==> config.mk <==
export PLATFORM = sky130hd
export DESIGN_NAME = serial_adder
export DESIGN_NICKNAME = d
export VERILOG_FILES = /design/src/rtl/serial_adder.sv
export SDC_FILE = /design/constraint.sdc
export NUM_CORES = 1
export LEC_CHECK = 0
export ABC_CLOCK_PERIOD_IN_PS = 1700
export CORE_MARGIN = 2
export CORE_UTILIZATION = 54
export CTS_BUF_LIST = sky130_fd_sc_hd__clkbuf_4 sky130_fd_sc_hd__clkbuf_8
export DETAILED_ROUTE_END_ITERATION = 8
export GPL_TIMING_DRIVEN = 0
export PLACE_DENSITY = 0.82
export SETUP_SLACK_MARGIN = 0.05
export SLEW_MARGIN = 10
export SYNTH_ARGS = -nofsm -noshare
export SYNTH_HDL_FRONTEND = slang
export SYNTH_SLANG_ARGS = --single-unit
==> constraint.sdc <==
create_clock -name clk -period 1.7 [get_ports clk]
set_input_delay 0.255 -clock clk [delete_from_list [all_inputs] [get_ports clk]]
set_output_delay 0.255 -clock clk [all_outputs]
set_load 0.005 [all_outputs]
==> src/rtl/serial_adder.sv <==
// serial_adder: bit-serial a + b + cin over WIDTH cycles, LSB first, with start/done handshake
module serial_adder #(
    parameter int WIDTH = 8
) (
    input  logic             clk,
    input  logic             rst,
    input  logic             start,
    input  logic [WIDTH-1:0] a,
    input  logic [WIDTH-1:0] b,
    input  logic             cin,
    output logic             busy,
    output logic             done,
    output logic [WIDTH-1:0] s,
    output logic             cout,
    output logic             ovf
);
    localparam int CW = WIDTH > 1 ? $clog2(WIDTH) : 1;
    typedef enum logic [1:0] {IDLE, RUN, DONE} state_t;
    state_t           state;
    logic [WIDTH-1:0] a_sh, b_sh, sum_sh, sum_nx;
    logic [CW-1:0]    cnt;
    logic             carry, sum_bit, carry_nx, last;
    always_comb begin
        sum_bit  = a_sh[0] ^ b_sh[0] ^ carry;
        carry_nx = (a_sh[0] & b_sh[0]) | (carry & (a_sh[0] ^ b_sh[0]));
        sum_nx   = (sum_sh >> 1) | (WIDTH'(sum_bit) << (WIDTH - 1));
        last     = cnt == CW'(WIDTH - 1);
    end
    always_ff @(posedge clk) begin
        if (rst) begin
            state  <= IDLE;
            a_sh   <= '0;
            b_sh   <= '0;
            sum_sh <= '0;
            cnt    <= '0;
            carry  <= 1'b0;
            s      <= '0;
            cout   <= 1'b0;
            ovf    <= 1'b0;
            busy   <= 1'b0;
            done   <= 1'b0;
        end else begin
            case (state)
                IDLE: begin
                    done <= 1'b0;
                    if (start) begin
                        a_sh  <= a;
                        b_sh  <= b;
                        carry <= cin;
                        cnt   <= '0;
                        busy  <= 1'b1;
                        state <= RUN;
                    end
                end
                RUN: begin
                    a_sh   <= a_sh >> 1;
                    b_sh   <= b_sh >> 1;
                    sum_sh <= sum_nx;
                    carry  <= carry_nx;
                    cnt    <= cnt + 1'b1;
                    if (last) begin
                        // carry still holds the carry into the MSB on this edge
                        s     <= sum_nx;
                        cout  <= carry_nx;
                        ovf   <= carry ^ carry_nx;
                        done  <= 1'b1;
                        state <= DONE;
                    end
                end
                DONE: begin
                    done  <= 1'b0;
                    busy  <= 1'b0;
                    state <= IDLE;
                end
                default: state <= IDLE;
            endcase
        end
    end
endmodule

==> metrics.csv <==
metric,value,unit
Total Routing Usage GR,0.203,
Post-Synthesis Cell Area,1810,µm²
Rel. slew slack,0.694,
CTS H-tree lvls,2,
FILL cells,271,
Skew-Pair Late Insertion Delay,0.35,ns
Hold Crit Class,in -> reg,
die height,61.9,µm
Clock Power Share,0.283,
DRT antenna net count,0,
DRC violations left,0,
final cycle utilization of the critical path,0.870,
flip-flop and latch area,821,µm²
global placement routability congestion,0.740,
CTS tree,done,
row cnt,21,
post-synthesis simple-gate area fraction,0.155,
Synth top cells by count,"dfxtp_1, nand2_1, a21oi_1",
DR pass1 iterations,4,
layout cells sized above 1,0.241,
Max Cap Violations,0,
placed cells,254,
multi-input logic area,865,µm²
CTS resizes,0,
die area,3840,µm²
sequential fraction of the synthesis area,0.453,
most frequent cell after synthesis,dfxtp_1,
largest net degree at the start of global routing,14,
required time of the worst setup path,1.44,ns
share of synthesized registers carrying an async set or reset,0,
critical-path maximum fanout,2,
sequential share of power,0.564,
CP Class,reg -> out,
crit start category,flop,
Mapped Nets,201,
PD cells,822,nW/µm²
highest clock rate,0.676,GHz
status,completed,
# diodes,0,
Post-Synth XOR/XNOR Area,0.00483,
Comb pwr share,0.153,
Max IR drop VDD,0.472,mV
global-route wire length before repair,5.62,mm
Sw Share,0.263,
compound-gate portion of the synthesized area,0.204,
Net Switching,484,µW
drt total wl,3.45,mm
Int Power,1.35,mW
final hold viol count,0,
actual slew at the worst max-slew pin,0.460,ns
"Primary FF master, synth",dfxtp_1,
Post-synth EDFFs,0,
mux cell area share after synthesis,0.0883,
Netlist cell types,25,
initial drt markers,18,
Final TNS setup,0,ns
Clock Tree Buf Depth,2,
initial antenna violation count,0,
detailed placement HPWL,2.60,mm
DIE WIDTH,61.9,µm
"area leader, netlist",dfxtp_1,
Bufs and invs on worst path,1,
skew final,0.0143,ns
Crit path max-delay family,buffers and inverters,
I/O pin cnt,32,
hold buffer count at CTS,0,
final setup fails,0,
Ys Warns,0,
nets@finish,238,
I/O Buffers,30,
synthesized flop and latch total,41,
"top cells by area, synth","dfxtp_1, a211oi_2, mux2i_1",
vias in the first global route,1304,
CP Capture Type,output pin,
WP data arrival,1.22,ns
max incr delay on CP,0.51,ns
clock sink total,41,
Finished Layout Cells,262,
CP cell instances,clkdlybuf4s50_1,
Slew Limit Fails,0,
via density per instance,5.19,
adder-cell share of the synthesized area,0.0248,
DR vias,1359,
P_leak,0.810,nW
synthesis-to-layout area growth,23.3,%
RSZ-0062 raised after global routing,false,
WL per Instance,13.2,µm
"CTS clk-pin slew, worst paths",0.13,ns
Synth Area per Inst,10.2,µm²
Mapped Cells,178,
largest family of logic cells by synthesized area,compound AO/OA/AOI/OAI gates,
Congestion Overflow GR,0,
postcts setup bufs,0,
Placeable Area,3280,µm²
Root Buffer,clkbuf_4,
Initial Utilization,0.552,
post-layout minimum cycle time,1.48,ns
top cell type's share of synthesized area,0.453,
TritonCTS buffer count,5,
CP max stage cell,clkdlybuf4s50_1,
-- state kept, by name, indices dropped and copies added (netlist names) --
signal / flops
sum_sh: 7
cout: 1
busy: 1
state: 2
ovf: 1
a_sh: 8
carry: 1
b_sh: 8
done: 1
cnt: 3
s: 8
-- cell type report --
type,instances,area share
repair buffers,30,0.134
flip-flops and latches,41,0.367
clock buffers,6,0.0229
multi-input cells,122,0.387
plain buffers,14,0.0554
inverters,1,0.00168
well taps,46,0.0257
clock inverters,2,0.00616
-- per-layer routing --
layer	GRT usage	vias up	share of wire
li1	-	686	-
met4	0.0729	0	0.013
met5	0	-	0
met2	0.353	26	0.52
met3	0.0683	5	0.042
met1	0.232	642	0.42
-- logic make-up after synthesis --
kind of cell | Yosys count
mux | 16
buf+inv | 15
xor+xnor | 1
flops | 41
compound gates | 42
fa+ha+maj | 3
simple gates | 60
-- worst paths after layout --
path | slack, ns | cells past startpoint | to | startpoint
hold / removal | 0.21 | 2 | busy$_SDFFE_PP0P_ | rst
hold reg to reg | 0.47 | 2 | s[5]$_SDFFE_PP0P_ | s[5]$_SDFFE_PP0P_
setup reg to reg | 0.34 | 6 | s[1]$_SDFFE_PP0P_ | cnt[0]$_SDFFE_PP0P_
setup / recovery | 0.22 | 1 | ovf | ovf$_SDFFE_PP0P_
-- cell usage in the layout, fill, tap and decap left out, drive strengths merged --
master	instances
dfxtp	41
nand2	33
clkdlybuf4s50	30
nor2	22
a21oi	18
a211oi	18
mux2i	16
buf	11
clkbuf	9
a22oi	4
ha	2
clkinv	2
o21bai	1
inv	1
nand3b	1
and3b	1
xnor2	1
nor3b	1
nor2b	1
nand2b	1
o21ba	1
fa	1
-- power by group through the flow --
stage               registers, mW  logic [mW]  clock network, mW
global route                 1.04       0.308              0.572
global placement             1.05       0.275                  0
CTS                          1.04       0.286              0.530
floorplan                    1.05       0.202                  0
detailed placement           1.06       0.284                  0
finish                       1.04       0.281              0.520
-- metrics by stage --
stage	instance area, µm²	power [mW]	setup slack, ns	util	hold WS, ns
global placement	2170	1.33	0.201	0.661	0.444
global route	2240	1.92	0.157	0.681	0.221
finish	2240	1.84	0.221	0.681	0.214
CTS	2240	1.85	0.209	0.681	0.204
detailed placement	2170	1.34	0.142	0.661	0.451
floorplan	1810	1.25	0.441	-	0.403
No activity file was read; power rests on OpenSTA's default activity.
==> patch 1, RTL diff (config.mk and constraints unchanged) <==
Change the parameter `WIDTH` from 8 to 16.
--- a/src/rtl/serial_adder.sv
+++ b/src/rtl/serial_adder.sv
@@ -1,6 +1,6 @@
 // serial_adder: bit-serial a + b + cin over WIDTH cycles, LSB first, with start/done handshake
 module serial_adder #(
-    parameter int WIDTH = 8
+    parameter int WIDTH = 16
 ) (
     input  logic             clk,
     input  logic             rst,
Ports: changed (resized a, b and s); port bits go from 32 to 56. The function was not compared with the original's and may differ.
==> patch 1 against the original RTL <==
- sequential share of layout area increased by 0.77 points
- cell area rose by 77%
- cell count increased by 85%
- highest routed layer unchanged
- first-iteration DRC count rose to 14 times the old value
- wire length grew 120%
- synthesized cell count up 90%
- clock power rose to 3.0 times the old value
- core utilization increased by 3.7 points
- sequential cell count up 33
- synthesized area rose by 70%
- non-clock buffer count grew 44
- worst setup slack got worse by 0.075 ns
- total power increased by 110%
==> patch 1: results <==
{
  "grt_util_all_layers": 0.259,
  "path_clk_slew_ns": 0.08,
  "fin_worst_skew_ns": 0.00949,
  "layout-drive-gt1-share": 0.131,
  "cp_max_fo": 10,
  "met3WireLength_um": 338,
  "place_inst": 465,
  "wl_per_cell_um": 15.8,
  "vias_per_cell": 5.82,
  "synth.cells.most_frequent": "dfxtp_1, nor2_1, nand2_1, a21oi_1, a211oi_1",
  "cts_max_level": 3,
  "hold_end": "state[1]",
  "reg.largest.list": "a_sh (16), b_sh (16), s (16)",
  "synth_cell_types": 41,
  "grt_pass1_vias": 2755,
  "slowest_delay_ns": 0.58,
  "relSlewSlack": 0.596,
  "dpl_worst_slack_ns": -0.231,
  "whs_ns": 0.424,
  "place_area_um2": 3710,
  "r2r_setup_slack_ns": 0.16,
  "status": "completed",
  "power.leakage_nw": 1.45,
  "portBuffers": 54,
  "ys_seq_area_frac": 0.481,
  "synthCells": 339,
  "nNetsFinal": 445
}
[patch 1: worst register-to-register path: cells and delay by family, from the launching register on]
kind	cells	cell delay (ns)
simple gates	1	0.20
fa+ha+maj	1	0.23
buf+inv	2	0.36
flops	1	0.40
compound gates	2	0.26
[patch 1: layout make-up]
| class | instances | area share |
|---|---|---|
| sequential | 74 | 0.375 |
| clock buffer | 10 | 0.0332 |
| inverter | 4 | 0.00380 |
| clock inverter | 6 | 0.0228 |
| multi-input combinational | 230 | 0.356 |
| timing repair buffer | 57 | 0.142 |
| tap | 72 | 0.0228 |
| buffer | 31 | 0.0437 |
[patch 1: report_power, final]
part	switching, W	internal [W]
logic	0.000220	0.000214
registers	0.0000564	0.00181
clock network	0.000714	0.000848
total	0.000990	0.00287
[patch 1: cells by family (layout without fill, tap and decap cells)]
kind of cell | after synthesis | in the layout | share of synthesized area
xor gates and xnor gates | 1 | 1 | 0.00285
DFF | 74 | 74 | 0.481
adders and majority gates | 2 | 2 | 0.0106
buffers and inverters | 35 | 108 | 0.0610
and+or+nand+nor | 110 | 110 | 0.156
AOI/OAI and AO/OA | 117 | 117 | 0.288
[patch 1: layer usage]
metal,GRT usage,vias to the layer above
li1,-,1367
met1,0.310,1355
met2,0.442,78
met3,0.0419,15
met4,0.145,0
met5,0,-
[patch 1: worst max-delay path by stage]
| stage | startpoint | endpoint | slack (ns) | cells past startpoint |
|---|---|---|---|---|
| final | start | a_sh[14] | 0.15 | 5 |
| after global routing | start | a_sh[4] | 0.06 | 5 |
| after CTS | cnt[0] | s[14] | 0.06 | 6 |
| after detailed placement | start | a_sh[0] | -0.23 | 5 |
| after global placement | start | a_sh[0] | -0.22 | 5 |
| after floorplan | cnt[0] | s[15] | 0.28 | 6 |
==> patch 2, RTL diff (same settings) <==
Made on the original files. Encoding of `state_t`: now one-hot (3 bits for 3 states).
--- a/src/rtl/serial_adder.sv
+++ b/src/rtl/serial_adder.sv
@@ -15,7 +15,7 @@
     output logic             ovf
 );
     localparam int CW = WIDTH > 1 ? $clog2(WIDTH) : 1;
-    typedef enum logic [1:0] {IDLE, RUN, DONE} state_t;
+    typedef enum logic [2:0] {IDLE = 3'b001, RUN = 3'b010, DONE = 3'b100} state_t;
     state_t           state;
     logic [WIDTH-1:0] a_sh, b_sh, sum_sh, sum_nx;
     logic [CW-1:0]    cnt;
Behaviour: no difference found for any inputs over 10 cycles, from zero or initial values and one cycle with rst high; not proved beyond that.
==> patch 2 against the original RTL <==
- combinational power increased by 3%
- worst setup slack got worse by 0.019 ns
- global-route usage is 1.3 points higher
- sequential cell count is 1 higher
- via count up 17%
- synthesized area increased by 2.7%
- wire length increased by 15%
- total power up 1.3%
- cell area rose by 2.4%
- largest power group unchanged
- highest routed layer unchanged
==> patch 2: results <==
{
  "synth_warnings": 0,
  "cp_top_family": "flip-flops",
  "cts.path.max_buffers": 2,
  "synth_area_leaders": "dfxtp_1, nand2_1, a21oi_1",
  "final.fill_count": 295,
  "synth_fp_nets": 229,
  "drt_iter0_markers": 83,
  "peakVddDrop_v": 0.000703,
  "power.leakage_nw": 0.782,
  "grt_antenna_before_repair": 0,
  "grt_pass1_vias": 1429,
  "ys_seq_area_frac": 0.452,
  "tightest_slew_ns": 0.606,
  "dr.pass1.iters": 4,
  "gp_congestion": 0.818,
  "power_density_nw_per_um2": 813,
  "portBuffers": 30,
  "grt_max_degree": 16,
  "r2r_cells": 6,
  "reg.largest.list": "a_sh (8), b_sh (8), s (8)",
  "synth_cell_types": 34,
  "fin_worst_skew_ns": 0.0145,
  "grt_first_pass_wirelength_mm": 6.71,
  "critPathArrivalTime_ns": 1.80,
  "wl_per_cell_um": 13.7,
  "cts_max_level": 2,
  "clk_latency_ns": 0.36,
  "grt_util_all_layers": 0.216,
  "critical_path.slowest_cell": "dfxtp_2",
  "nNetsFinal": 265,
  "synth.cells.most_frequent": "dfxtp_1, nand2_1, a21oi_1, nor3_1, o22ai_1",
  "vias_per_cell": 5.48,
  "layout-drive-gt1-share": 0.156,
  "slowest_delay_ns": 0.40,
  "hold_depth": 2,
  "hpwl_mm": 2.76,
  "cp_max_fo": 10,
  "place_area_um2": 2220,
  "cts_buffers": 5,
  "status": "completed"
}
patch 2: changes by cell type after synthesis, moves of 4 or more:
cell      change
nor2_2       -15
a211oi_2      -8
a22oi_1       -4
nor3_1       +15
o22ai_1      +12
mux2i_1      -16
buf_2         +5
a21oi_1       +5
a211oi_1      +6
patch 2: layout make-up:
type                       count  area share
multi-input combinational    140       0.390
sequential                    42       0.368
timing repair buffer          30       0.131
clock inverter                 3      0.0104
inverter                       3     0.00492
buffer                        20      0.0536
clock buffer                   5      0.0164
tap                           46      0.0252
patch 2: path summary, 6_finish.rpt:
check | start | end | slack [ns]
setup reg to reg | cnt[0] | s[0] | 0.20
hold reg to reg | s[3] | s[3] | 0.47
hold / removal | rst | cnt[0] | 0.30
setup / recovery | cnt[0] | s[0] | 0.20
patch 2: worst reg2reg max path: cells and delay by family, from the launching register on:
family / cells / cell delay, ns
AOI/OAI and AO/OA: 1 / 0.12
adders and majority gates: 2 / 0.40
buffers and inverters: 1 / 0.19
DFF: 1 / 0.40
and+or+nand+nor: 2 / 0.33
patch 2: cell families (layout without fill, tap and decap cells):
family                   count (synthesis)  count (layout)  synth area share
AO/OA/AOI/OAI                           61              61             0.235
buffers and inverters                   24              61            0.0726
flip-flops                              42              42             0.452
AND/OR/NAND/NOR                         75              75             0.212
XOR/XNOR                                 1               1           0.00471
adder cells (fa/ha/maj)                  3               3            0.0242
patch 2: metal layers:
layer | routed length (um) | global-route usage | share of wire
met1 | 1820 | 0.266 | 0.46
met2 | 1860 | 0.366 | 0.47
met3 | 244 | 0.0613 | 0.061
met4 | 47 | 0.0694 | 0.012
met5 | 0 | 0 | 0
patch 2: what timing repair did:
item	4_1_cts	5_1_grt
setup endpoints to repair	3	10
resized for setup	1	3
buffers inserted	0	0
pin swaps	0	0
patch 2: report_power, final:
group	internal (W)	switching, W	total [W]
combinational	0.000149	0.000140	0.000289
clock	0.000166	0.000345	0.000510
sequential	0.00103	0.0000280	0.00106
patch 2: metrics by stage:
stage / worst slack, ns / cells / TNS [ns]
global placement: 0.0117 / 282 / 0
global route: 0.0828 / 289 / 0
floorplan: 0.314 / 206 / 0
finish: 0.202 / 289 / 0
detailed placement: -0.0102 / 282 / -0.0172
CTS: 0.0624 / 289 / 0
